## src/rtl/icache_linefill_collector.sv

```systemverilog
// Collects interleaved downstream refill beats into per-txnid line buffers and
// hands completed lines out in completion order over a valid/ready handshake.
//
// state   | meaning
// FREE    | buffer unused, may be allocated by a beat with an unknown txnid
// COLLECT | buffer owns a txnid and is gathering beats
// FULL    | all beats present, index queued in the completion fifo
module icache_linefill_collector #(
  parameter int DS_DATA_WIDTH = 128,
  parameter int LINE_WIDTH    = 512,
  parameter int BEATS         = LINE_WIDTH / DS_DATA_WIDTH,
  parameter int TXNID_WIDTH   = 5,
  parameter int OPCODE_WIDTH  = 4,
  parameter int N_BUF         = 2,
  parameter logic [OPCODE_WIDTH-1:0] OP_DATA_ERR = OPCODE_WIDTH'(2)
) (
  input  logic                     clk,
  input  logic                     rst,
  input  logic                     downstream_rxdat_vld,
  output logic                     downstream_rxdat_rdy,
  input  logic [OPCODE_WIDTH-1:0]  downstream_rxdat_opcode,
  input  logic [TXNID_WIDTH-1:0]   downstream_rxdat_txnid,
  input  logic [DS_DATA_WIDTH-1:0] downstream_rxdat_data,
  output logic                     linefill_vld,
  input  logic                     linefill_rdy,
  output logic [TXNID_WIDTH-1:0]   linefill_txnid,
  output logic [LINE_WIDTH-1:0]    linefill_data,
  output logic                     linefill_err,
  output logic                     busy
);

  localparam int CNT_W  = $clog2(BEATS);
  localparam int IDX_W  = (N_BUF > 1) ? $clog2(N_BUF) : 1;
  localparam int FCNT_W = $clog2(N_BUF + 1);

  typedef enum logic [1:0] {
    ST_FREE    = 2'd0,
    ST_COLLECT = 2'd1,
    ST_FULL    = 2'd2
  } buf_state_e;

  buf_state_e             state_q [N_BUF];
  buf_state_e             state_d [N_BUF];
  logic [TXNID_WIDTH-1:0] txnid_q [N_BUF];
  logic [TXNID_WIDTH-1:0] txnid_d [N_BUF];
  logic [CNT_W-1:0]       cnt_q   [N_BUF];
  logic [CNT_W-1:0]       cnt_d   [N_BUF];
  logic                   err_q   [N_BUF];
  logic                   err_d   [N_BUF];
  logic [LINE_WIDTH-1:0]  data_q  [N_BUF];
  logic [LINE_WIDTH-1:0]  data_d  [N_BUF];

  logic [IDX_W-1:0]  fifo_q [N_BUF];
  logic [IDX_W-1:0]  fifo_d [N_BUF];
  logic [IDX_W-1:0]  rd_ptr_q, rd_ptr_d;
  logic [IDX_W-1:0]  wr_ptr_q, wr_ptr_d;
  logic [FCNT_W-1:0] fcnt_q, fcnt_d;

  logic             match_hit, free_hit;
  logic [IDX_W-1:0] match_idx, free_idx, tgt_idx, head_idx;
  logic [CNT_W-1:0] tgt_cnt;
  logic             accept, last_beat, beat_err, push, pop;

  function automatic logic [IDX_W-1:0] ptr_inc(input logic [IDX_W-1:0] p);
    return (p == IDX_W'(N_BUF - 1)) ? '0 : p + IDX_W'(1);
  endfunction

  // Lookup: FULL buffers are deliberately excluded so a reused txnid starts a new line.
  always_comb begin
    match_hit = 1'b0;
    match_idx = '0;
    free_hit  = 1'b0;
    free_idx  = '0;
    for (int i = 0; i < N_BUF; i++) begin
      if (!match_hit && state_q[i] == ST_COLLECT && txnid_q[i] == downstream_rxdat_txnid) begin
        match_hit = 1'b1;
        match_idx = IDX_W'(i);
      end
      if (!free_hit && state_q[i] == ST_FREE) begin
        free_hit = 1'b1;
        free_idx = IDX_W'(i);
      end
    end
  end

  assign downstream_rxdat_rdy = !rst && (match_hit || free_hit);
  assign accept    = downstream_rxdat_vld && downstream_rxdat_rdy;
  assign tgt_idx   = match_hit ? match_idx : free_idx;
  assign tgt_cnt   = match_hit ? cnt_q[match_idx] : '0;
  assign last_beat = (tgt_cnt == CNT_W'(BEATS - 1));
  assign beat_err  = (downstream_rxdat_opcode == OP_DATA_ERR);
  assign push      = accept && last_beat;

  assign linefill_vld = (fcnt_q != '0);
  assign pop          = linefill_vld && linefill_rdy;
  assign head_idx     = fifo_q[rd_ptr_q];

  assign linefill_txnid = linefill_vld ? txnid_q[head_idx] : '0;
  assign linefill_data  = linefill_vld ? data_q[head_idx]  : '0;
  assign linefill_err   = linefill_vld ? err_q[head_idx]   : 1'b0;

  always_comb begin
    busy = 1'b0;
    for (int i = 0; i < N_BUF; i++) begin
      if (state_q[i] != ST_FREE) busy = 1'b1;
    end
  end

  always_comb begin
    state_d  = state_q;
    txnid_d  = txnid_q;
    cnt_d    = cnt_q;
    err_d    = err_q;
    data_d   = data_q;
    fifo_d   = fifo_q;
    rd_ptr_d = rd_ptr_q;
    wr_ptr_d = wr_ptr_q;
    fcnt_d   = fcnt_q;

    // The popped buffer is FULL and the beat target is FREE/COLLECT, so they never collide.
    if (pop) begin
      state_d[head_idx] = ST_FREE;
      rd_ptr_d          = ptr_inc(rd_ptr_q);
    end

    if (accept) begin
      for (int s = 0; s < BEATS; s++) begin
        if (tgt_cnt == CNT_W'(s)) begin
          data_d[tgt_idx][s*DS_DATA_WIDTH +: DS_DATA_WIDTH] = downstream_rxdat_data;
        end
      end
      err_d[tgt_idx] = match_hit ? (err_q[tgt_idx] | beat_err) : beat_err;
      if (!match_hit) txnid_d[tgt_idx] = downstream_rxdat_txnid;
      if (last_beat) begin
        state_d[tgt_idx] = ST_FULL;
        cnt_d[tgt_idx]   = '0;
        fifo_d[wr_ptr_q] = tgt_idx;
        wr_ptr_d         = ptr_inc(wr_ptr_q);
      end else begin
        state_d[tgt_idx] = ST_COLLECT;
        cnt_d[tgt_idx]   = tgt_cnt + CNT_W'(1);
      end
    end

    case ({push, pop})
      2'b10:   fcnt_d = fcnt_q + FCNT_W'(1);
      2'b01:   fcnt_d = fcnt_q - FCNT_W'(1);
      default: fcnt_d = fcnt_q;
    endcase
  end

  always_ff @(posedge clk) begin
    if (rst) begin
      for (int i = 0; i < N_BUF; i++) begin
        state_q[i] <= ST_FREE;
        txnid_q[i] <= '0;
        cnt_q[i]   <= '0;
        err_q[i]   <= 1'b0;
        fifo_q[i]  <= '0;
      end
      rd_ptr_q <= '0;
      wr_ptr_q <= '0;
      fcnt_q   <= '0;
    end else begin
      state_q  <= state_d;
      txnid_q  <= txnid_d;
      cnt_q    <= cnt_d;
      err_q    <= err_d;
      fifo_q   <= fifo_d;
      rd_ptr_q <= rd_ptr_d;
      wr_ptr_q <= wr_ptr_d;
      fcnt_q   <= fcnt_d;
    end
  end

  // Line payload needs no reset: slots are rewritten before a buffer can reach FULL.
  always_ff @(posedge clk) begin
    data_q <= data_d;
  end

endmodule

```

## config.mk

```make
export PLATFORM = sky130hd
export DESIGN_NAME = icache_linefill_collector
export DESIGN_NICKNAME = d
export VERILOG_FILES = /design/src/rtl/icache_linefill_collector.sv
export SDC_FILE = /design/constraint.sdc
export NUM_CORES = 1
export LEC_CHECK = 0
export CELL_PAD_IN_SITES_DETAIL_PLACEMENT = 1
export CELL_PAD_IN_SITES_GLOBAL_PLACEMENT = 1
export CORE_MARGIN = 3
export CORE_UTILIZATION = 40
export DETAILED_ROUTE_END_ITERATION = 7
export PLACE_DENSITY = 0.82
export SLEW_MARGIN = 25
export SYNTH_ARGS = -nofsm -noshare
export SYNTH_HDL_FRONTEND = slang
export SYNTH_SLANG_ARGS = --single-unit
```

## constraint.sdc

```tcl
create_clock -name clk -period 16.03 [get_ports clk]
set_input_delay 2.4045 -clock clk [delete_from_list [all_inputs] [get_ports clk]]
set_output_delay 2.4045 -clock clk [all_outputs]
set_load 0.05 [all_outputs]
```

# --- Word level (Yosys, flattened, before mapping) ---
# Index checks and enable logic that the tools add are counted.
totals:
  register_bits: 1050
  in_bits: 141
  out_inout_bits: 521
classes:
  addsub: 5
  n_reduce_logical: 24
  n_eq_ne: 10
  n_bitwise: 17
  n_mux: 72
  order_cmp: 8
op_table:
  columns: ["operator", "count"]
  rows:
  - ["$mux 1024", 7]
  - ["$bwmux 1024", 4]
  - ["$mux 512", 5]
  - ["$demux 512 s1", 4]
  - ["$mux 384", 1]
  - ["$mux 256", 1]
  - ["$mux 128", 1]
  - ["$mux 5", 5]
  - ["$mux 1", 24]
  - ["$mux 4", 4]
  - ["$mux 2", 6]
  - ["$logic_and 1x1->1", 11]
  - ["$bwmux 10", 1]
  - ["$eq 5x5->1", 2]
  - ["$ge 2x2->1 const B", 5]
  - ["$not 1->2", 5]
  - ["$and 4x4->4", 2]
  - ["$eq 2x1->1 const B", 4]
  - ["$not 4->4", 2]
  - ["$reduce_bool 2->1", 4]
  - ["$eq 2x2->1 const B", 3]
  - ["$logic_not 2->1", 3]
  - ["$lt 2x1->1 const B", 3]
  - ["$demux 5 s1", 1]
  - ["17 further kinds", 28]

# --- Depth between registers and ports, before layout ---
# Gate-level depths: netlist of the first run.
logic_depth:
  word_depth: 24
  mapped_depth: 12
  mapped_depth_nobuf: 12

# --- Least setup slack after synthesis of the first run ---
# Ideal clock, no wire load.
synth_timing:
  path_type: "input to register"
  startpoint: "input downstream_rxdat_txnid[2]"
  endpoint: "register data_q[256] (netlist bit) (enable)"
  arrival_time_ns: 6.597
  cell_stages: 7
  setup_slack_ns: 8.930
  setup_ns: 0.503
  n_path_buf: 0
  cell_sequence: "xnor2_1 > nand3_1 > nor4b_1 > nand2_1 > o21ai_0 > ha_1 > and3_1"
synth_via:
  elab_chain_len: 10
  elab_cells_between_ends: 11
  cone_classes: "eq/ne (2); mux (2); reduce/logical (7)"
synth_rtl:
  columns: ["element", "line", "rtl"]
  rows:
  - ["start, declared", "22", "input logic [TXNID_WIDTH-1:0] downstream_rxdat_txnid,"]
  - ["$eq 5x5->1", "75", "if (!match_hit && state_q[i] == ST_COLLECT && txnid_q[i] == downstream_rxdat_txnid) begin"]
  - ["$logic_and 1x1->1", "75", null]
  - ["$mux 1", "75", null]
  - ["$logic_not 1->1", "75", null]
  - ["$logic_and 1x1->1 (2 in series)", "75", null]
  - ["$mux 1 *", "75", null]
  - ["$logic_or 1x1->1 *", "86", "assign downstream_rxdat_rdy = !rst && (match_hit || free_hit);"]
  - ["$logic_and 1x1->1 *", "86", null]
  - ["$logic_and 1x1->1 *", "87", "assign accept = downstream_rxdat_vld && downstream_rxdat_rdy;"]
  - ["end signal, assigned", "178", "data_q <= data_d;"]
  - ["end, declared", "50", "logic [LINE_WIDTH-1:0] data_q [N_BUF];"]
# Mark *: on every way between the ends. The rest lies on a longest branch, timed or not.
# A chain may end at the register's enable or synchronous reset.

# --- Worst setup path in the final report of the first run ---
layout_timing:
  startpoint: "register fcnt_q[1]"
  endpoint: "output linefill_data[307]"
layout_via:
  elab_chain_len: 2
layout_rtl:
  columns: ["element", "line", "rtl"]
  rows:
  - ["start, declared", "57", "logic [FCNT_W-1:0] fcnt_q, fcnt_d;"]
  - ["start signal, assigned", "172", "fcnt_q <= fcnt_d;"]
  - ["$reduce_bool 2->1", "94", "assign linefill_vld = (fcnt_q != '0);"]
  - ["$mux 512", "99", "assign linefill_data = linefill_vld ? data_q[head_idx] : '0;"]
  - ["end, declared", "27", "output logic [LINE_WIDTH-1:0] linefill_data,"]
# Every way passes these cells.

==> key figures, run 1 <==
Run status
  • Status: completed

Die
  • Top-Level Pins: between 600 and 700
  • Die Wd: 327 um
  • Die height: about 330 um
  • Row cnt: around 120
  • Die area: approximately 0.11 mm2
  • Core area: approximately 0.10 mm2
  • Initial core utilization: about two fifths

STA
  • Slew Viols, Final: 0
  • Fmax: about 130 MHz
  • Total Negative Setup Slacks: 0 ns
  • RSZ-0062 raised after global routing: false
  • Final min period: 7.57 ns
  • Headroom to the max-slew limit: under 10%
  • Setup-failing EPs final: 0
  • Final Cycle Share: a little under half
  • Clock skew: roughly 0.017 ns
  • Final Hold Fails: 0
  • Worst-margin pin slew: between 1 and 1.5 ns

Placement
  • Hpwl dp: 81000 um
  • Number of port buffers: roughly 660
  • Placed cells: 5065
  • Placer Congestion: 0.831

Synth
  • #FFs+latches synth: about 1100
  • Yosys top cell area share: between 70% and 80%
  • Synth Instances: roughly 3200
  • Unique masters post-synth: 45
  • Post-Syn Area: around 0.041 mm2
  • Avg Synthesized Cell Area: 12.9 um2
  • Area contributors post-synth: edfxtp_1 (75%), nand2_1 (9.5%), a21oi_1 (6.4%)
  • Top-count cell post-synth: nand2_1
  • Post-Syn Nets: ~3400
  • Synth async-reset ratio: 0%
  • Sequential fraction of the synthesis area: 75.8%
  • Yosys top cell by area: edfxtp_1
  • Yosys warning count: 0
  • Post-synth EDFFs: 1024
  • Post-synth top cells: nand2_1 (1049), edfxtp_1 (1024), a21oi_1 (526), and2_1 (261), clkbuf_1 (137)
  • Ys flop type: edfxtp_1

Setup path
  • R2R Setup Slk: between 10 and 15 ns
  • Startpoint Class: register
  • CP Buf/Inv Count: 4
  • RR Startpoint: txnid_q[1]
  • Critical Path Sink Type: output pin
  • CP top delay family: buffers and inverters
  • Worst reg-to-reg path cell count: 10
  • Crit path required time: between 10 and 15 ns
  • Maximum fanout along the worst path: 76
  • Slowest cell delay on critical path: approximately 0.82 ns
  • R2r endpoint: data_q[927]
  • CP Launch Point: fcnt_q[1]
  • Critical Path Most Common Cell: buf_4
  • Setup CP Type: reg2out
  • Worst setup path endpoint: linefill_data[307]
  • Worst Path Arrival: 5.16 ns
  • Max stage delay cell, worst path: buf_4
  • Levels on crit path: 6
  • Crit-path cells: nor2_4 > buf_4 > buf_4 > buf_4 > a21oi_1 > clkdlybuf4s50_1

Cells and area
  • Post-route core utilization: between 50% and 60%
  • Filler cells: between 10000 and 15000
  • Register Area: between 0.03 and 0.04 mm2
  • Nets: 3957
  • Multi-input gate area: 0.00909 mm2
  • Area added between synthesis and finish: 27.4%
  • Layout cell share with drive strength beyond 1: 5.26%
  • Non-Filler Instances: roughly 5300

GRT
  • Gr ovfl total: 0
  • Initial antenna violation count: 2
  • Global-route wire length before repair: ~200000 um
  • GRT Overall Usage: about a quarter
  • Largest net degree at the start of global routing: 200
  • Vias in the first global route: 30200

Routing
  • Via count: approximately 28000
  • Drt wl/cell: between 20 and 30 um
  • Iteration-0 DRC Markers: roughly 2500
  • DRT antenna net count: 0
  • Final WL: between 100000 and 150000 um
  • DRC Markers: 0
  • TritonRoute pass-1 iters: 7
  • Vias per Instance: approximately 5.4

CTS
  • Worst-path clk slew: ~0.06 ns
  • Post_cts resized: 0
  • Setup Fix Bufs, Post-CTS: 0
  • # hold bufs at CTS: 0
  • Clock buffer depth: 3
  • TritonCTS clock tree: done
  • Clock Latency Late Sink: ~0.7 ns
  • H-tree depth: 3
  • Clock sinks: 1050
  • Root buf cell: clkbuf_16
  • CTS buffer count: between 100 and 150

Pwr
  • Pleak: 18.6 nW
  • Max VDD drop: approximately 0.084 mV
  • PwrDens: ~110 mW/mm2

Flow run
  • Max Cap Viol: 0

Min path
  • HP Class: reg2reg
-- through the flow --
step	hold slack, ns	setup slack, ns	instance area (um2)	total power, mW
3_3_place_gp	0.467	8.87	49000	3.22
6_report	0.494	8.46	52600	5.66
5_1_grt	0.506	8.20	52600	5.83
4_1_cts	0.492	8.45	52500	5.71
3_5_place_dp	0.482	8.87	49000	3.23
2_1_floorplan	0.450	8.93	41300	3.13
-- kinds of logic (layout without fill, tap and decap cells) --
kind of cell / count (synthesis) / count (layout) / synth area share (%)
flip-flops: 1050 / 1050 / 75.8
AO/OA/AOI/OAI: 554 / 554 / 6.89
buffers and inverters: 212 / 900 / 2.33
other: 0 / 1 / 0
multiplexers: 16 / 16 / 0.391
AND/OR/NAND/NOR: 1359 / 1359 / 14.2
XOR/XNOR: 13 / 13 / 0.276
adder cells (fa/ha/maj): 5 / 5 / 0.152
-- final cells by class --
cell class                 instances  share of cell area, %
clock inverter                    60                   1.15
multi-input combinational       1947                   17.3
sequential                      1050                   59.5
antenna                            1                0.00476
tap                             1368                   3.26
timing repair buffer             694                   13.3
inverter                           9                 0.0833
clock buffer                     137                   5.43
-- how the worst min path moves through the flow --
stage	slack [ns]	from	to	depth (start not counted)
6_report	0.49	state_q[3]	state_q[3]	2
5_1_grt	0.51	cnt_q[2]	cnt_q[2]	2
4_1_cts	0.49	cnt_q[2]	cnt_q[2]	2
3_5_place_dp	0.48	cnt_q[2]	cnt_q[2]	2
3_3_place_gp	0.47	cnt_q[2]	cnt_q[2]	2
2_1_floorplan	0.45	wr_ptr_q	wr_ptr_q	1
-- flip-flops by register name, summed over array words and instances (netlist names) --
register	flops
txnid_q	10
err_q	2
fifo_q	2
wr_ptr_q	1
fcnt_q	2
cnt_q	4
state_q	4
data_q	1024
rd_ptr_q	1
-- worst reg2reg max path, cell delays in order (launching register included) --
cell and delay [ns]:
dfxtp_1 0.35, xnor2_1 0.22, nand3_1 0.19, nor4b_1 0.55
nand2_1 0.14, o21ai_0 0.28, ha_1 0.33, and2_1 0.22
o21ai_0 0.23, inv_6 0.73, buf_4 0.84
-- placed cells by master (no fill, tap or decap), types with 4 or more instances in the layout --
cell type        synthesis  routed
nand2_1               1049    1049
inv_6                    0       4
clkbuf_16                0     110
xnor2_1                 11      11
nor2_1                  15      14
buf_12                   0       5
inv_1                    9       7
dfxtp_1                 26      26
bufinv_16                0      10
clkbuf_1               137      27
clkinv_1                 0      19
o21ai_0                  8       8
and3_4                   1       4
clkdlybuf4s50_1          0     661
mux2i_1                 15      14
edfxtp_1              1024    1024
clkinv_2                 0      22
a21oi_1                526     526
and2_1                 261     258
nand3_1                  9       9
ha_1                     5       5
nand2b_1                 7       7
buf_4                    3      24
-- metal layers --
layer  GRT usage (%)  vias to the layer above  part of all wire (%)
met1            30.6                    14600                    39
li1                -                    12400                     -
met5               0                        -                     0
met4            9.11                        0                   3.6
met3            4.33                      217                   6.3
met2            42.5                     1085                    51
-- report_power, final --
part	internal [mW]	switching [mW]
Clock	1.42	1.07
Sequential	3.03	0.00972
Combinational	0.0424	0.0848
Power figures use the tool's default switching activity.
==> run 2: changes to the inputs <==
==> constraint.sdc (replaced) <==
create_clock -name clk -period 7.2 [get_ports clk]
set_input_delay 1.08 -clock clk [delete_from_list [all_inputs] [get_ports clk]]
set_output_delay 1.08 -clock clk [all_outputs]
set_load 0.05 [all_outputs]
==> run 2 against run 1 <==
  * Core utilization rose by 0.24 points
  * Sequential share of layout area decreased by 0.27 points
  * Worst setup slack worse by 6.5 ns
  * Register-to-register slack worse by 8.3 ns
  * Hold slack improved by 0.0012 ns
  * Design area up 0.46%
  * Sequential power up 120%
  * First-iteration DRC count is 9.9% lower
  * Count of clock-buffer cells in the layout rose by 3
  * Total power increased by 120%
  * Critical path type unchanged
==> key figures, run 2 (synthesis results as in run 1) <==
Die
  • Top-Level Pins: 662 (unchanged)
  • Die height: 327 um (unchanged)
  • Die Wd: 327 um (unchanged)
  • Initial core utilization: 40.4% (unchanged)
  • Row cnt: 117 (unchanged)
  • Core area: 0.102 mm2 (unchanged)
  • Die area: 0.107 mm2 (unchanged)

GRT
  • Initial antenna violation count: 8 (+6)
  • Gr ovfl total: 0 (unchanged)
  • Global-route wire length before repair: 193000 um (-2.0%)
  • Vias in the first global route: 30300 (+0.16%)
  • Largest net degree at the start of global routing: 203 (+1.5%)
  • GRT Overall Usage: 24.0% (-0.47 points)

STA
  • Clock skew: 0.0229 ns (+0.00579 ns)
  • Setup-failing EPs final: 0 (unchanged)
  • Final Cycle Share: 72.2%
  • Final Hold Slack: 0.495 ns (+0.00119 ns)
  • RSZ-0062 raised after global routing: false
  • Total Negative Setup Slacks: 0 ns (unchanged)
  • Slew Viols, Final: 0 (unchanged)
  • Final min period: around 5.2 ns
  • Final Hold Fails: 0 (unchanged)
  • Fmax: between 150 and 200 MHz
  • Worst-margin pin slew: 0.953 ns (-0.405 ns)
  • Headroom to the max-slew limit: 36.4% (+27 points)

Cells and area
  • Nets: 3961 (+0.10%)
  • Top reg by flops: data_q
  • Commonest non-fill, non-tap cell in the layout: nand2_1
  • Non-Filler Instances: 5276 (+0.19%)
  • Max reg flops: 1024 (unchanged)
  • Area added between synthesis and finish: 28.0%
  • Biggest regs: data_q (1024), txnid_q (10)
  • Most frequent cells in the layout: nand2_1 (1049), edfxtp_1 (1024), clkdlybuf4s50_1 (661), a21oi_1 (526), and2_1 (258)
  • Filler cells: 10300 (-0.36%)
  • Layout cell share with drive strength beyond 1: 5.33% (+0.066 points)

CTS
  • H-tree depth: 3 (unchanged)
  • Worst-path clk slew: 0.06 ns (about the same)
  • Root buf cell: clkbuf_16
  • Clock sinks: 1050 (unchanged)
  • Setup Fix Bufs, Post-CTS: 0 (unchanged)
  • Post_cts resized: 0 (unchanged)
  • Clock Latency Late Sink: 0.70 ns (about the same)
  • Clock buffer depth: 3 (unchanged)
  • TritonCTS clock tree: done
  • # hold bufs at CTS: 0 (unchanged)
  • CTS buffer count: 109 (unchanged)

Pwr
  • Gate power share: 2.3% (about the same)
  • Pleak: 18.6 nW (+0.38%)
  • Clock share of power: 44.2% (+0.2 points)
  • Max VDD drop: 0.280 mV (+230%)
  • Net Switching: 2.58 mW (+120%)
  • Sequential power share: 53.5% (-0.3 points)
  • Sw Share: 20.3% (-0.22 points)
  • Total Power: 12.7 mW (+120%)
  • PwrDens: 240 mW/mm2 (+120%)
  • P_int: 10.1 mW (+120%)

Placement
  • Hpwl dp: 81800 um (+1.0%)
  • Number of port buffers: 661 (unchanged)
  • Placed cells: 5071 (+0.12%)
  • Placer Congestion: 0.829 (-0.28%)

Routing
  • DRT antenna net count: 0 (unchanged)
  • Drt wl/cell: 24.9 um (-2.5%)
  • Final WL: 131000 um (-2.3%)
  • Iteration-0 DRC Markers: 2288 (-9.9%)
  • TritonRoute pass-1 iters: 5 (-2)
  • Vias per Instance: 5.32 (-1.1%)
  • Via count: 28000 (-0.87%)
  • DRC Markers: 0 (unchanged)

Run status
  • Status: completed

Setup path
  • Max stage delay cell, worst path: clkdlybuf4s50_1
  • Setup CP Type: reg2out
  • Worst Path Arrival: 4.12 ns (-1.04 ns)
  • Maximum fanout along the worst path: 150 (+97%)
  • CP top delay family: buffers and inverters
  • Critical Path Sink Type: output pin
  • Startpoint Class: register
  • Crit path required time: 6.12 ns (-7.51 ns)
  • Crit-path cells: mux2i_4 > buf_12 > buf_16 > nand2_1 > a21oi_1 > clkdlybuf4s50_1
  • CP Buf/Inv Count: 3 (-1)
  • Slowest cell delay on critical path: 0.90 ns (+0.08 ns)

Flow run
  • Max Cap Viol: 0 (unchanged)

Min path
  • HP Class: reg2reg
run 2: worst paths after layout:
check             startpoint  slack, ns                 end  cells after the start
setup / recovery    rd_ptr_q       2.00  linefill_data[456]                      6
hold / removal    txnid_q[9]       0.50          txnid_q[9]                      2
setup reg to reg  txnid_q[2]       3.25         data_q[931]                     10
hold reg to reg   txnid_q[9]       0.50          txnid_q[9]                      2
run 2: worst register-to-register path, stage by stage, from the launching register on:
cell and delay [ns]:
dfxtp_1 0.34, xnor2_1 0.21, nand3_1 0.22, nor4b_1 0.50, nand2_1 0.14, o21ai_0 0.32
ha_1 0.35, a21boi_4 0.23, buf_4 0.53, buf_4 0.63, and2_1 0.34
run 2: power groups by stage:
stage	Sequential (mW)	Clock, mW	Combinational, mW
after detailed placement	6.90	0	0.292
after floorplan	6.91	0	0.0710
after CTS	6.78	5.70	0.294
after global routing	6.78	5.93	0.312
final	6.78	5.61	0.293
after global placement	6.90	0	0.278
run 2: cell type report:
class	count	area, um2	share of cell area (%)
diodes	3	7.51	0.0142
multi-input cells	1947	9100	17.2
clock buffers	140	2920	5.52
repair buffers	698	7160	13.6
clock inverters	61	601	1.14
well taps	1368	1710	3.24
inverters	9	43.8	0.0829
flip-flops and latches	1050	31300	59.2
run 2: stage by stage:
stage | util [%] | worst slack (ns) | instance area (um2)
CTS | 51.7 | 2.08 | 52800
global placement | 48.3 | 2.19 | 49300
floorplan | - | 1.42 | 41300
detailed placement | 48.3 | 2.02 | 49300
global route | 51.8 | 1.81 | 52800
finish | 51.8 | 2.00 | 52800
run 2: metal layers:
layer,part of all wire [%],GRT usage (%),vias up
li1,-,-,12400
met5,0,0,-
met4,4.4,10.2,0
met2,51,42.0,1006
met3,6.3,4.98,278
met1,38,28.6,14300
==> run 3: changes to the inputs <==
==> constraint.sdc (replaced) <==
create_clock -name clk -period 5.3 [get_ports clk]
set_input_delay 0.795 -clock clk [delete_from_list [all_inputs] [get_ports clk]]
set_output_delay 0.795 -clock clk [all_outputs]
set_load 0.05 [all_outputs]
==> run 3 against run 2 <==
  * Critical path depth shrank 1
  * Hold slack worse by 0.0093 ns
  * Register-to-register slack worse by 1.7 ns
  * Flip-flop and latch count is the same
  * Largest power group unchanged
  * Critical endpoint is now linefill_data[390]
  * Highest routed layer unchanged
  * Clock skew down 0.0027 ns
  * Die area is the same
==> key figures, run 3 (synthesis results as in run 1) <==
Cells and area
  • Register Area: 0.0313 mm2 (unchanged)
  • Filler cells: 10300 (-0.30%)
  • Nets: 4012 (+1.3%)
  • Multi-input gate area: 0.00909 mm2 (about the same)
  • Top reg by flops: data_q
  • Area added between synthesis and finish: 29.3%
  • Commonest non-fill, non-tap cell in the layout: nand2_1
  • Layout cell share with drive strength beyond 1: 6.53% (+1.2 points)
  • Most frequent cells in the layout: nand2_1 (1049), edfxtp_1 (1024), clkdlybuf4s50_1 (661), a21oi_1 (526), and2_1 (258)
  • Max reg flops: 1024 (unchanged)
  • Biggest regs: data_q (1024), txnid_q (10)

Pwr
  • Sw Share: 20.3% (-0.047 points)
  • Pleak: 19.0 nW (+1.7%)
  • Total Power: 17.3 mW (+36%)
  • Max VDD drop: 0.291 mV (+4.1%)
  • PwrDens: 324 mW/mm2 (+35%)
  • Net Switching: 3.50 mW (+36%)
  • Clock share of power: 44.3% (about the same)
  • P_int: 13.8 mW (+36%)
  • Gate power share: 2.3% (about the same)
  • Sequential power share: 53.3% (-0.2 points)

Routing
  • Final WL: 134000 um (+2.2%)
  • Drt wl/cell: 25.2 um (+1.3%)
  • Iteration-0 DRC Markers: 2523 (+10%)
  • DRC Markers: 0 (unchanged)
  • TritonRoute pass-1 iters: 5 (unchanged)
  • Vias per Instance: 5.33 (+0.19%)
  • DRT antenna net count: 0 (unchanged)
  • Via count: 28300 (+1.1%)

Placement
  • Placer Congestion: 0.818 (-1.3%)
  • Hpwl dp: 86500 um (+5.7%)
  • Number of port buffers: 661 (unchanged)
  • Pre-CTS setup slack: 0.810 ns (-1.21 ns)

Min path
  • Hold path endpoint: state_q[3]
  • Worst hold start: state_q[3]
  • Worst Hold Path Cells: 2 (unchanged)
  • HP Class: reg2reg

STA
  • Headroom to the max-slew limit: 34.9% (-1.6 points)
  • Final Cycle Share: 83.9%
  • Total Negative Setup Slacks: 0 ns (unchanged)
  • Worst-margin pin slew: 0.974 ns (+0.0206 ns)
  • Worst Setup Slack, final: 0.854 ns (-1.15 ns)
  • Clock skew: 0.0202 ns (-0.00267 ns)
  • Final Hold Fails: 0 (unchanged)
  • Fmax: between 200 and 250 MHz
  • RSZ-0062 raised after global routing: false
  • Final Hold Slack: 0.486 ns (-0.00935 ns)
  • Setup-failing EPs final: 0 (unchanged)
  • Slew Viols, Final: 0 (unchanged)
  • Final min period: about 4.4 ns

Setup path
  • Worst reg-to-reg path cell count: 10 (unchanged)
  • R2r endpoint: data_q[932]
  • Critical Path Sink Type: output pin
  • R2R Setup Slk: 1.58 ns (-1.67 ns)
  • Startpoint Class: register
  • Setup CP Type: reg2out
  • Worst Path Arrival: 3.65 ns (-0.47 ns)
  • RR Startpoint: txnid_q[1]
  • Maximum fanout along the worst path: 90 (-40%)
  • Crit path required time: 4.51 ns (-1.61 ns)

CTS
  • Setup Fix Bufs, Post-CTS: 0 (unchanged)
  • Clock buffer depth: 3 (unchanged)
  • CTS buffer count: 109 (unchanged)
  • Root buf cell: clkbuf_16
  • Clock Latency Late Sink: 0.69 ns (about the same)
  • # hold bufs at CTS: 0 (unchanged)
  • Clock sinks: 1050 (unchanged)
  • Post_cts resized: 0 (unchanged)
  • TritonCTS clock tree: done
  • Worst-path clk slew: 0.06 ns (about the same)
  • H-tree depth: 3 (unchanged)

GRT
  • Largest net degree at the start of global routing: 123 (-39%)
  • Initial antenna violation count: 2 (-6)
  • GRT Overall Usage: 24.6% (+0.61 points)
  • Vias in the first global route: 30600 (+1.2%)
  • Global-route wire length before repair: 199000 um (+2.8%)
  • Gr ovfl total: 0 (unchanged)

Die
  • Row cnt: 117 (unchanged)
  • Die Wd: 327 um (unchanged)
  • Die area: 0.107 mm2 (unchanged)
  • Top-Level Pins: 662 (unchanged)
  • Initial core utilization: 40.4% (unchanged)
  • Die height: 327 um (unchanged)
  • Core area: 0.102 mm2 (unchanged)

Flow run
  • Max Cap Viol: 0 (unchanged)

Run status
  • Status: completed
-- run 3: worst max path at each step --
| stage | end | slack [ns] | startpoint |
|---|---|---|---|
| 5_1_grt | linefill_data[394] | 0.68 | rd_ptr_q |
| 3_5_place_dp | data_q[421] | 0.81 | downstream_rxdat_txnid[1] |
| 4_1_cts | linefill_data[117] | 0.77 | rd_ptr_q |
| 2_1_floorplan | data_q[640] | 0.03 | downstream_rxdat_txnid[2] |
| 3_3_place_gp | data_q[421] | 0.90 | downstream_rxdat_txnid[1] |
| 6_report | linefill_data[390] | 0.85 | rd_ptr_q |
-- run 3: critical path, stage by stage (launching register included) --
cell and delay, ns:
dfxtp_1 0.46, mux2_8 0.71, buf_4 0.40, nand2_1 0.13, a21oi_1 0.28, clkdlybuf4s50_1 0.91
-- run 3: through the flow --
stage	std cells	instance area (um2)	utilization, %
6_report	5323	53400	52.3
5_1_grt	5322	53400	52.3
4_1_cts	5320	53300	52.3
3_5_place_dp	5123	49800	48.8
3_3_place_gp	5123	49800	48.8
2_1_floorplan	3209	41300	-
-- run 3: layout make-up --
class | instances | share of cell area, %
inverters | 9 | 0.0774
flip-flops and latches | 1050 | 58.6
clock buffers | 135 | 5.37
multi-input cells | 1947 | 17.0
clock inverters | 62 | 1.21
diodes | 3 | 0.0141
repair buffers | 749 | 14.5
well taps | 1368 | 3.21
-- run 3: routing by layer --
metal / track usage, % / wire length (um) / vias up
li1: - / - / 12500
met1: 30.1 / 52000 / 14600
met2: 43.9 / 70100 / 1007
met3: 3.95 / 7650 / 217
met4: 8.95 / 4500 / 0
met5: 0 / 0 / -
-- run 3: power by group through the flow --
stage,clock network [mW],logic [mW],registers (mW)
floorplan,0,0.0968,9.37
global route,8.10,0.433,9.21
CTS,7.78,0.408,9.20
detailed placement,0,0.405,9.38
global placement,0,0.383,9.37
finish,7.66,0.406,9.20
